==> config.mk <==
export PLATFORM = sky130hd
export DESIGN_NAME = seq_divider
export DESIGN_NICKNAME = d
export VERILOG_FILES = /design/src/rtl/seq_divider.sv
export SDC_FILE = /design/constraint.sdc
export NUM_CORES = 1
export LEC_CHECK = 0
export BUFFER_PORTS_ARGS = -buffer_cell sky130_fd_sc_hd__buf_2
export CAP_MARGIN = 15
export CORE_ASPECT_RATIO = 1.2
export CORE_UTILIZATION = 25
export CTS_BUF_LIST = sky130_fd_sc_hd__clkbuf_16
export CTS_CLUSTER_SIZE = 30
export DETAILED_ROUTE_END_ITERATION = 7
export GPL_TIMING_DRIVEN = 0
export PLACE_DENSITY = 0.41
export SYNTH_ARGS = -nofsm -noshare
export SYNTH_HDL_FRONTEND = slang
export SYNTH_SLANG_ARGS = --single-unit
==> constraint.sdc <==
create_clock -name clk -period 3.65 [get_ports clk]
set_input_delay 0.365 -clock clk [delete_from_list [all_inputs] [get_ports clk]]
set_output_delay 0.365 -clock clk [all_outputs]
set_load 0.05 [all_outputs]
==> src/rtl/seq_divider.sv <==
// Radix-2 restoring sequential divider (quotient/remainder, RISC-V M semantics).
// Signed DIV/REM support is compiled in only when DIV_SIGNED_EN is defined.
module seq_divider #(
   parameter int WIDTH = 32
) (
   input  logic             clk,
   input  logic             rst,
   input  logic             start,
   input  logic [1:0]       op,
   input  logic [WIDTH-1:0] dividend,
   input  logic [WIDTH-1:0] divisor,
   output logic             busy,
   output logic             done,
   output logic [WIDTH-1:0] result
);

   // state | meaning
   // IDLE  | waiting for start; result holds last answer
   // CALC  | one restoring iteration per cycle, quotient MSB first
   // FIN   | result valid, done pulses for this one cycle
   typedef enum logic [1:0] {IDLE, CALC, FIN} state_t;

   localparam int CW = $clog2(WIDTH);

   state_t           state_q, state_d;
   logic [CW-1:0]    cnt_q, cnt_d;
   logic [WIDTH-1:0] quo_q, quo_d;
   logic [WIDTH-1:0] rem_q, rem_d;
   logic [WIDTH-1:0] dvs_q, dvs_d;
   logic [WIDTH-1:0] result_q, result_d;
   logic             rem_sel_q, rem_sel_d;
`ifdef DIV_SIGNED_EN
   logic             neg_quo_q, neg_quo_d;
   logic             neg_rem_q, neg_rem_d;
`endif

   logic             div_zero;
   logic             ovf;
   logic             a_neg, b_neg;
   logic [WIDTH-1:0] a_mag, b_mag;
   logic [WIDTH:0]   trial;
   logic             q_bit;
   logic [WIDTH-1:0] iter_quo, iter_rem;
   logic [WIDTH-1:0] fin_val;

   assign div_zero = (divisor == '0);

`ifdef DIV_SIGNED_EN
   assign a_neg = op[1] & dividend[WIDTH-1];
   assign b_neg = op[1] & divisor[WIDTH-1];
   assign ovf   = op[1] & (dividend == {1'b1, {(WIDTH-1){1'b0}}}) & (&divisor);
   assign a_mag = a_neg ? (~dividend + 1'b1) : dividend;
   assign b_mag = b_neg ? (~divisor + 1'b1) : divisor;
`else
   logic unused_op1;
   assign unused_op1 = op[1];
   assign a_neg = 1'b0;
   assign b_neg = 1'b0;
   assign ovf   = 1'b0;
   assign a_mag = dividend;
   assign b_mag = divisor;
`endif

   // Partial remainder is always below the divisor, so WIDTH+1 bits hold the
   // shifted value and the sign of the difference is a clean borrow flag.
   assign trial    = {rem_q, quo_q[WIDTH-1]} - {1'b0, dvs_q};
   assign q_bit    = ~trial[WIDTH];
   assign iter_rem = q_bit ? trial[WIDTH-1:0] : {rem_q[WIDTH-2:0], quo_q[WIDTH-1]};
   assign iter_quo = {quo_q[WIDTH-2:0], q_bit};

`ifdef DIV_SIGNED_EN
   always_comb begin
      fin_val = '0;
      if (rem_sel_q) fin_val = neg_rem_q ? (~iter_rem + 1'b1) : iter_rem;
      else           fin_val = neg_quo_q ? (~iter_quo + 1'b1) : iter_quo;
   end
`else
   assign fin_val = rem_sel_q ? iter_rem : iter_quo;
`endif

   always_comb begin
      state_d   = state_q;
      cnt_d     = cnt_q;
      quo_d     = quo_q;
      rem_d     = rem_q;
      dvs_d     = dvs_q;
      result_d  = result_q;
      rem_sel_d = rem_sel_q;
`ifdef DIV_SIGNED_EN
      neg_quo_d = neg_quo_q;
      neg_rem_d = neg_rem_q;
`endif
      case (state_q)
         IDLE: begin
            if (start) begin
               quo_d     = a_mag;
               rem_d     = '0;
               dvs_d     = b_mag;
               cnt_d     = CW'(WIDTH - 1);
               rem_sel_d = op[0];
`ifdef DIV_SIGNED_EN
               neg_quo_d = a_neg ^ b_neg;
               neg_rem_d = a_neg;
`endif
               if (div_zero) begin
                  state_d  = FIN;
                  result_d = op[0] ? dividend : '1;
               end else if (ovf) begin
                  state_d  = FIN;
                  result_d = op[0] ? '0 : dividend;
               end else begin
                  state_d  = CALC;
               end
            end
         end
         CALC: begin
            quo_d = iter_quo;
            rem_d = iter_rem;
            cnt_d = cnt_q - 1'b1;
            if (cnt_q == '0) begin
               state_d  = FIN;
               result_d = fin_val;
            end
         end
         FIN:     state_d = IDLE;
         default: state_d = IDLE;
      endcase
   end

   always_ff @(posedge clk) begin
      if (rst) begin
         state_q   <= IDLE;
         cnt_q     <= '0;
         quo_q     <= '0;
         rem_q     <= '0;
         dvs_q     <= '0;
         result_q  <= '0;
         rem_sel_q <= 1'b0;
`ifdef DIV_SIGNED_EN
         neg_quo_q <= 1'b0;
         neg_rem_q <= 1'b0;
`endif
      end else begin
         state_q   <= state_d;
         cnt_q     <= cnt_d;
         quo_q     <= quo_d;
         rem_q     <= rem_d;
         dvs_q     <= dvs_d;
         result_q  <= result_d;
         rem_sel_q <= rem_sel_d;
`ifdef DIV_SIGNED_EN
         neg_quo_q <= neg_quo_d;
         neg_rem_q <= neg_rem_d;
`endif
      end
   end

   assign busy   = (state_q != IDLE);
   assign done   = (state_q == FIN);
   assign result = result_q;

endmodule

==> results of run 1 <==
timing repair:
action	CTS	global route
gates resized for setup	1	9
setup endpoints to repair	28	26
setup buffers	1	1
pin swaps	1	1
hold endpoints to repair	0	0
metrics by stage:
step / area [um^2] / setup WS [ns]
after global placement: 8930 / -0.439
after detailed placement: 8930 / -0.423
after CTS: 9540 / 0.0305
after global routing: 9560 / 0.00450
final: 9560 / 0.180
after floorplan: 7930 / 0.706
Yosys cell counts (5+ instances only):
cell	number	area share
o211ai_1	8	0.0076
o21ai_0	73	0.046
nand4_1	10	0.0079
ha_1	34	0.054
nand2_1	153	0.072
mux2i_1	19	0.024
nand3b_1	6	0.0057
nand3_1	17	0.011
nor2_1	88	0.042
a211oi_1	9	0.0085
a211o_1	11	0.012
mux2_2	7	0.0099
a21oi_1	138	0.087
a21o_1	27	0.026
a31oi_1	6	0.0047
buf_1	5	0.0024
or3_1	7	0.0055
o21a_1	6	0.0057
nand2b_1	5	0.0039
xor2_1	12	0.013
inv_1	38	0.018
a221o_1	8	0.010
clkbuf_1	55	0.026
nor2b_1	6	0.0047
nor3_1	26	0.016
xnor2_1	14	0.015
dfxtp_1	136	0.34
nor4_1	10	0.0079
o21bai_1	5	0.0047
a22oi_1	35	0.033
routing by layer:
| metal | wire length (um) | track usage | up-vias |
|---|---|---|---|
| li1 | - | - | 3990 |
| met1 | 14100 | 0.250 | 3708 |
| met2 | 14700 | 0.329 | 217 |
| met3 | 1100 | 0.0277 | 44 |
| met4 | 990 | 0.0805 | 0 |
| met5 | 0 | 0 | - |
worst max-delay path: stages, from the launching register on:
cell and delay [ns]:
dfxtp_1 0.34, inv_1 0.09, ha_1 0.22, fa_1 0.23
nand2b_1 0.17, a21oi_2 0.09, o311ai_2 0.38, nand2_1 0.26
a211oi_4 0.38, xnor2_4 0.19, buf_4 0.26, clkbuf_4 0.28
mux2i_1 0.31, o21ai_0 0.11
final cells by class:
cell class                      count  area [um^2]  area share
Sequential cell                   136         2720       0.285
Buffer                             69          290      0.0304
Clock inverter                     15          165      0.0173
Tap cell                          401          502      0.0525
Clock buffer                       17          425      0.0445
Inverter                           38          143      0.0149
Timing Repair Buffer              103          520      0.0545
Multi-Input combinational cell    793         4790       0.501
flip-flops by register name, summed over array words and instances (netlist names):
| register | flops |
|---|---|
| result | 32 |
| dvs_q | 32 |
| rem_sel_q | 1 |
| quo_q | 32 |
| cnt_q | 5 |
| rem_q | 32 |
| state_q | 2 |
worst paths after layout:
path                                  end  slack (ns)  depth (start not counted)
worst max-delay path            rem_q[26]        0.18                         13
worst min-delay path             dvs_q[2]        0.18                          3
worst max register to register  rem_q[26]        0.18                         13
worst min register to register   dvs_q[2]        0.46                          2
logic make-up (layout without fill, tap and decap cells):
kind of cell | Yosys count | after routing | share of synthesized area
AO/OA/AOI/OAI | 364 | 364 | 0.290
XOR/XNOR | 27 | 27 | 0.0322
adder cells (fa/ha/maj) | 35 | 35 | 0.0562
buffers and inverters | 107 | 242 | 0.0540
flip-flops | 136 | 136 | 0.343
multiplexers | 27 | 27 | 0.0358
AND/OR/NAND/NOR | 340 | 340 | 0.189
power groups by stage:
stage / combinational, mW / clock (mW) / sequential, mW
CTS: 5.27 / 1.82 / 1.87
detailed placement: 5.18 / 0 / 1.90
floorplan: 3.63 / 0 / 1.90
finish: 5.34 / 1.77 / 1.87
global placement: 5.21 / 0 / 1.90
global route: 5.78 / 1.89 / 1.89
==> metrics.txt, run 1 <==
Seq/Total Area, Yosys 0.343; unrepaired setup endpoints after global routing false; DP Wirelength 24300 um; worst vdd ir 469 uV; Synth Flop Type dfxtp_1; CTS max path bufs 2; highest net fanout along the worst path 10; Routed wire per std cell 19.6 um; Detailed Route WL 30900 um; worst-margin pin slew 0.864 ns; critical path launch point quo_q[31]; commonest non-fill, non-tap cell in the layout nand2_1; nets 1262; clk root buf clkbuf_16; hold bufs inserted after CTS 0; H-tree depth 4; TritonRoute pass-1 iters 5; Antenna Nets Post-Route 0; CP Launch Type flop; Yosys Warn Count 0; Cells after Synth 1036; core area 31300 um^2; clock sinks 136; cts bufs inserted 17; via count 7959; Relative slew margins 0.422; setup tns final 0 ns; drc violations 0; clk_skew 0.0114 ns; Initial Util 0.253; GRT overflow 0; Final Max Tran Viols 0; number of max-cap violations 0; synthesized flop and latch total 136; Layout fillers 3463; die height 197 um; vias in the first global route 7979; placed insts 1538; Die Wd 165 um; die area 32400 um^2; hold wc startpoint divisor[2]; TritonCTS clock tree built; fraction of layout cells with a size suffix above 1 0.143; gp weighted congestion 0.855; P_leak 3.81 nW; Ports 103; post-synthesis async set-or-reset flop share 0; Yosys cell types 68; largest net degree at the start of global routing 17; GR Util All Layers 0.196; Hold WS 0.181 ns; Synth Cell Area 7930 um^2; power share of the clock group 0.198; Worst-path clk slew 0.07 ns; row count 71; most frequent cells in the layout 153 x nand2_1, 137 x a21oi_1, 136 x dfxtp_1; final period utilization 0.951; Vias/cell 5.06; Final Util 0.306; Switch Pwr 4.25 mW; status finished, final reports clean; Syn Area/Cell 7.65 um^2; HP Class in -> reg; Comb power frac 0.594; Worst EP required 3.94 ns; switch share 0.473; global-route wire length before repair 47400 um; drt initial violations 432; Final Hold Viols 0; initial antenna violation count 0; Layout area overhead 20.6%; Worst-Skew Late Latency 0.44 ns; PwrDens 939 nW/um^2; kind of critical path reg -> reg; CP Capture Type flop; reg-to-reg startpoint quo_q[31]; # setup viols final 0; max frequency 288 MHz; Internal Power 4.73 mW; Tmin final 3.47 ns; Tot Pwr 8.98 mW; Synth Net Count 1140; Layout Cells excl Fill 1572; Reg power frac 0.208; Post-synth EDFFs 0; Worst Path Arrival 3.76 ns; # port buffers 101; Ant. Diodes 0
No activity file was read; power rests on OpenSTA's default activity.
==> run 2: changes to the inputs <==
Settings changed: ABC_AREA from default to 0, MAX_ROUTING_LAYER from default to met4.
==> run 2 against run 1 <==
Compared with the run above: via count about the same; sequential power about the same; clock skew increased by 0.0010 ns; highest routed layer unchanged.
==> metrics.txt, run 2 (synthesis results as in run 1) <==
Tmin final 3.49 ns (was 3.47 ns); commonest non-fill, non-tap cell in the layout nand2_1 (unchanged); final period utilization 0.955 (was 0.951); worst-margin pin slew 0.822 ns (was 0.864 ns); drc violations 0 (unchanged); Ports 103 (unchanged); clk root buf clkbuf_16 (unchanged); Layout fillers 3438 (was 3463); reg-to-reg critical path endpoint result[10] (was rem_q[26]); Cell Chain, Critical Path buf_2, nor4_1, nand4_1, nor2_1, nand3b_1, a21oi_1, clkbuf_1, clkbuf_1, o2111ai_1, a21oi_1 (was inv_1, ha_1, fa_1, nand2b_1, a21oi_2, o311ai_2, nand2_1, a211oi_4, xnor2_4, buf_4, clkbuf_4, mux2i_1, o21ai_0); CTS max path bufs 2 (unchanged); final instance area 9590 um^2 (was 9560 um^2); HP Class in -> reg (unchanged); # port buffers 101 (unchanged); nets 1261 (was 1262); Final Util 0.307 (was 0.306); largest net degree at the start of global routing 17 (unchanged); slowest CP cell clkbuf_1 (was o311ai_2); DP Wirelength 24400 um (was 24300 um); GR Util All Layers 0.204 (was 0.196); status finished, final reports clean (unchanged); hold-critical path depth 3 (unchanged); Die Wd 165 um (unchanged); placed instance area 8930 um^2 (unchanged); clk_skew 0.0125 ns (was 0.0114 ns); via count 7954 (was 7959); Layout area overhead 21.0% (was 20.6%); Final Max Tran Viols 0 (unchanged); vias in the first global route 8057 (was 7979); Hold WS 0.181 ns (about the same); clock sinks 136 (unchanged); pre-CTS setup slack -0.343 ns (was -0.423 ns); cell family contributing the most delay on the critical path simple AND/OR/NAND/NOR gates (was compound AO/OA/AOI/OAI gates); CP bufs+invs 3 (unchanged); PwrDens 947 nW/um^2 (was 939 nW/um^2); die area 32400 um^2 (unchanged); kind of critical path in -> reg (was reg -> reg); max frequency 287 MHz (was 288 MHz); Worst EP required 4.00 ns (was 3.94 ns); H-tree depth 4 (unchanged); gp weighted congestion 0.857 (was 0.855); Initial Util 0.253 (unchanged); core area 31300 um^2 (unchanged); Antenna Nets Post-Route 0 (unchanged); fraction of layout cells with a size suffix above 1 0.142 (was 0.143); row count 71 (unchanged); Vias/cell 5.06 (about the same); CP Capture Type flop (unchanged); die height 197 um (unchanged); Reg2Reg Depth 13 (unchanged); critical path launch point divisor[31] (was quo_q[31]); global-route wire length before repair 48400 um (was 47400 um); hold wc startpoint divisor[3] (was divisor[2]); final worst slack 0.163 ns (was 0.180 ns); GRT overflow 0 (unchanged); Routed wire per std cell 19.7 um (was 19.6 um); initial antenna violation count 0 (unchanged); cts bufs inserted 17 (unchanged); r2r setup slk 0.18 ns (about the same); highest net fanout along the worst path 10 (unchanged); hold path endpoint dvs_q[3] (was dvs_q[2]); drt initial violations 437 (was 432); unrepaired setup endpoints after global routing false (unchanged); Final Hold Viols 0 (unchanged); most frequent cells in the layout 152 x nand2_1, 138 x a21oi_1, 136 x dfxtp_1 (was 153 x nand2_1, 137 x a21oi_1, 136 x dfxtp_1); Relative slew margins 0.450 (was 0.422); Worst Path Arrival 3.84 ns (was 3.76 ns); CP Launch Type input pin (was flop); TritonRoute pass-1 iters 5 (unchanged); number of max-cap violations 0 (unchanged); Ant. Diodes 0 (unchanged); Detailed Route WL 31000 um (was 30900 um); TritonCTS clock tree built (unchanged); reg-to-reg startpoint quo_q[31] (unchanged); Worst-Skew Late Latency 0.44 ns (about the same); CP peak stage delay 0.55 ns (was 0.38 ns); P_leak 3.83 nW (was 3.81 nW); # setup viols final 0 (unchanged); worst vdd ir 366 uV (was 469 uV); Worst-path clk slew 0.06 ns (was 0.07 ns)
run 2: what timing repair did:
item,4_1_cts,5_1_grt
hold buffers,0,0
resized for setup,1,8
pin swaps,1,0
endpoints found under the setup margin,23,26
setup buffers,1,0
cloned,0,0
run 2: tightest hold or removal path: stages:
cell and delay [ns]:
buf_2 0.10, nand2_1 0.05, a21oi_1 0.05
run 2: routing by layer:
| layer | up-vias | share of wire | routed length (um) | global-route usage |
|---|---|---|---|---|
| met2 | 202 | 0.48 | 15000 | 0.337 |
| met3 | 39 | 0.040 | 1240 | 0.0317 |
| met5 | - | 0 | 0 | - |
| li1 | 3985 | - | - | - |
| met4 | 0 | 0.023 | 707 | 0.0652 |
| met1 | 3728 | 0.45 | 14100 | 0.254 |
run 2: worst max path at each step:
stage                      end  cells after the start
floorplan           result[12]                     12
global placement    result[23]                     10
detailed placement  result[23]                     10
CTS                 result[23]                     13
global route         result[0]                     10
finish               result[0]                     10
run 2: area by class of cell:
| cell class | instances | area, um^2 | area share |
|---|---|---|---|
| clock buffers | 17 | 425 | 0.0443 |
| plain buffers | 69 | 289 | 0.0301 |
| clock inverters | 15 | 203 | 0.0211 |
| repair buffers | 102 | 513 | 0.0535 |
| multi-input cells | 793 | 4800 | 0.500 |
| flip-flops and latches | 136 | 2720 | 0.284 |
| inverters | 38 | 143 | 0.0149 |
| well taps | 401 | 502 | 0.0523 |
run 2: power breakdown:
group	total (mW)	switching, mW	internal [mW]
combinational	5.33	3.30	2.04
sequential	1.87	0.185	1.68
clock	1.88	0.736	1.15
run 2: through the flow:
step           power (mW)  setup TNS [ns]  std cells
2_1_floorplan        5.53               0       1036
3_3_place_gp         7.12           -5.05       1538
3_5_place_dp         7.08           -3.52       1538
4_1_cts              9.06               0       1571
5_1_grt              9.71               0       1571
6_report             9.08               0       1571
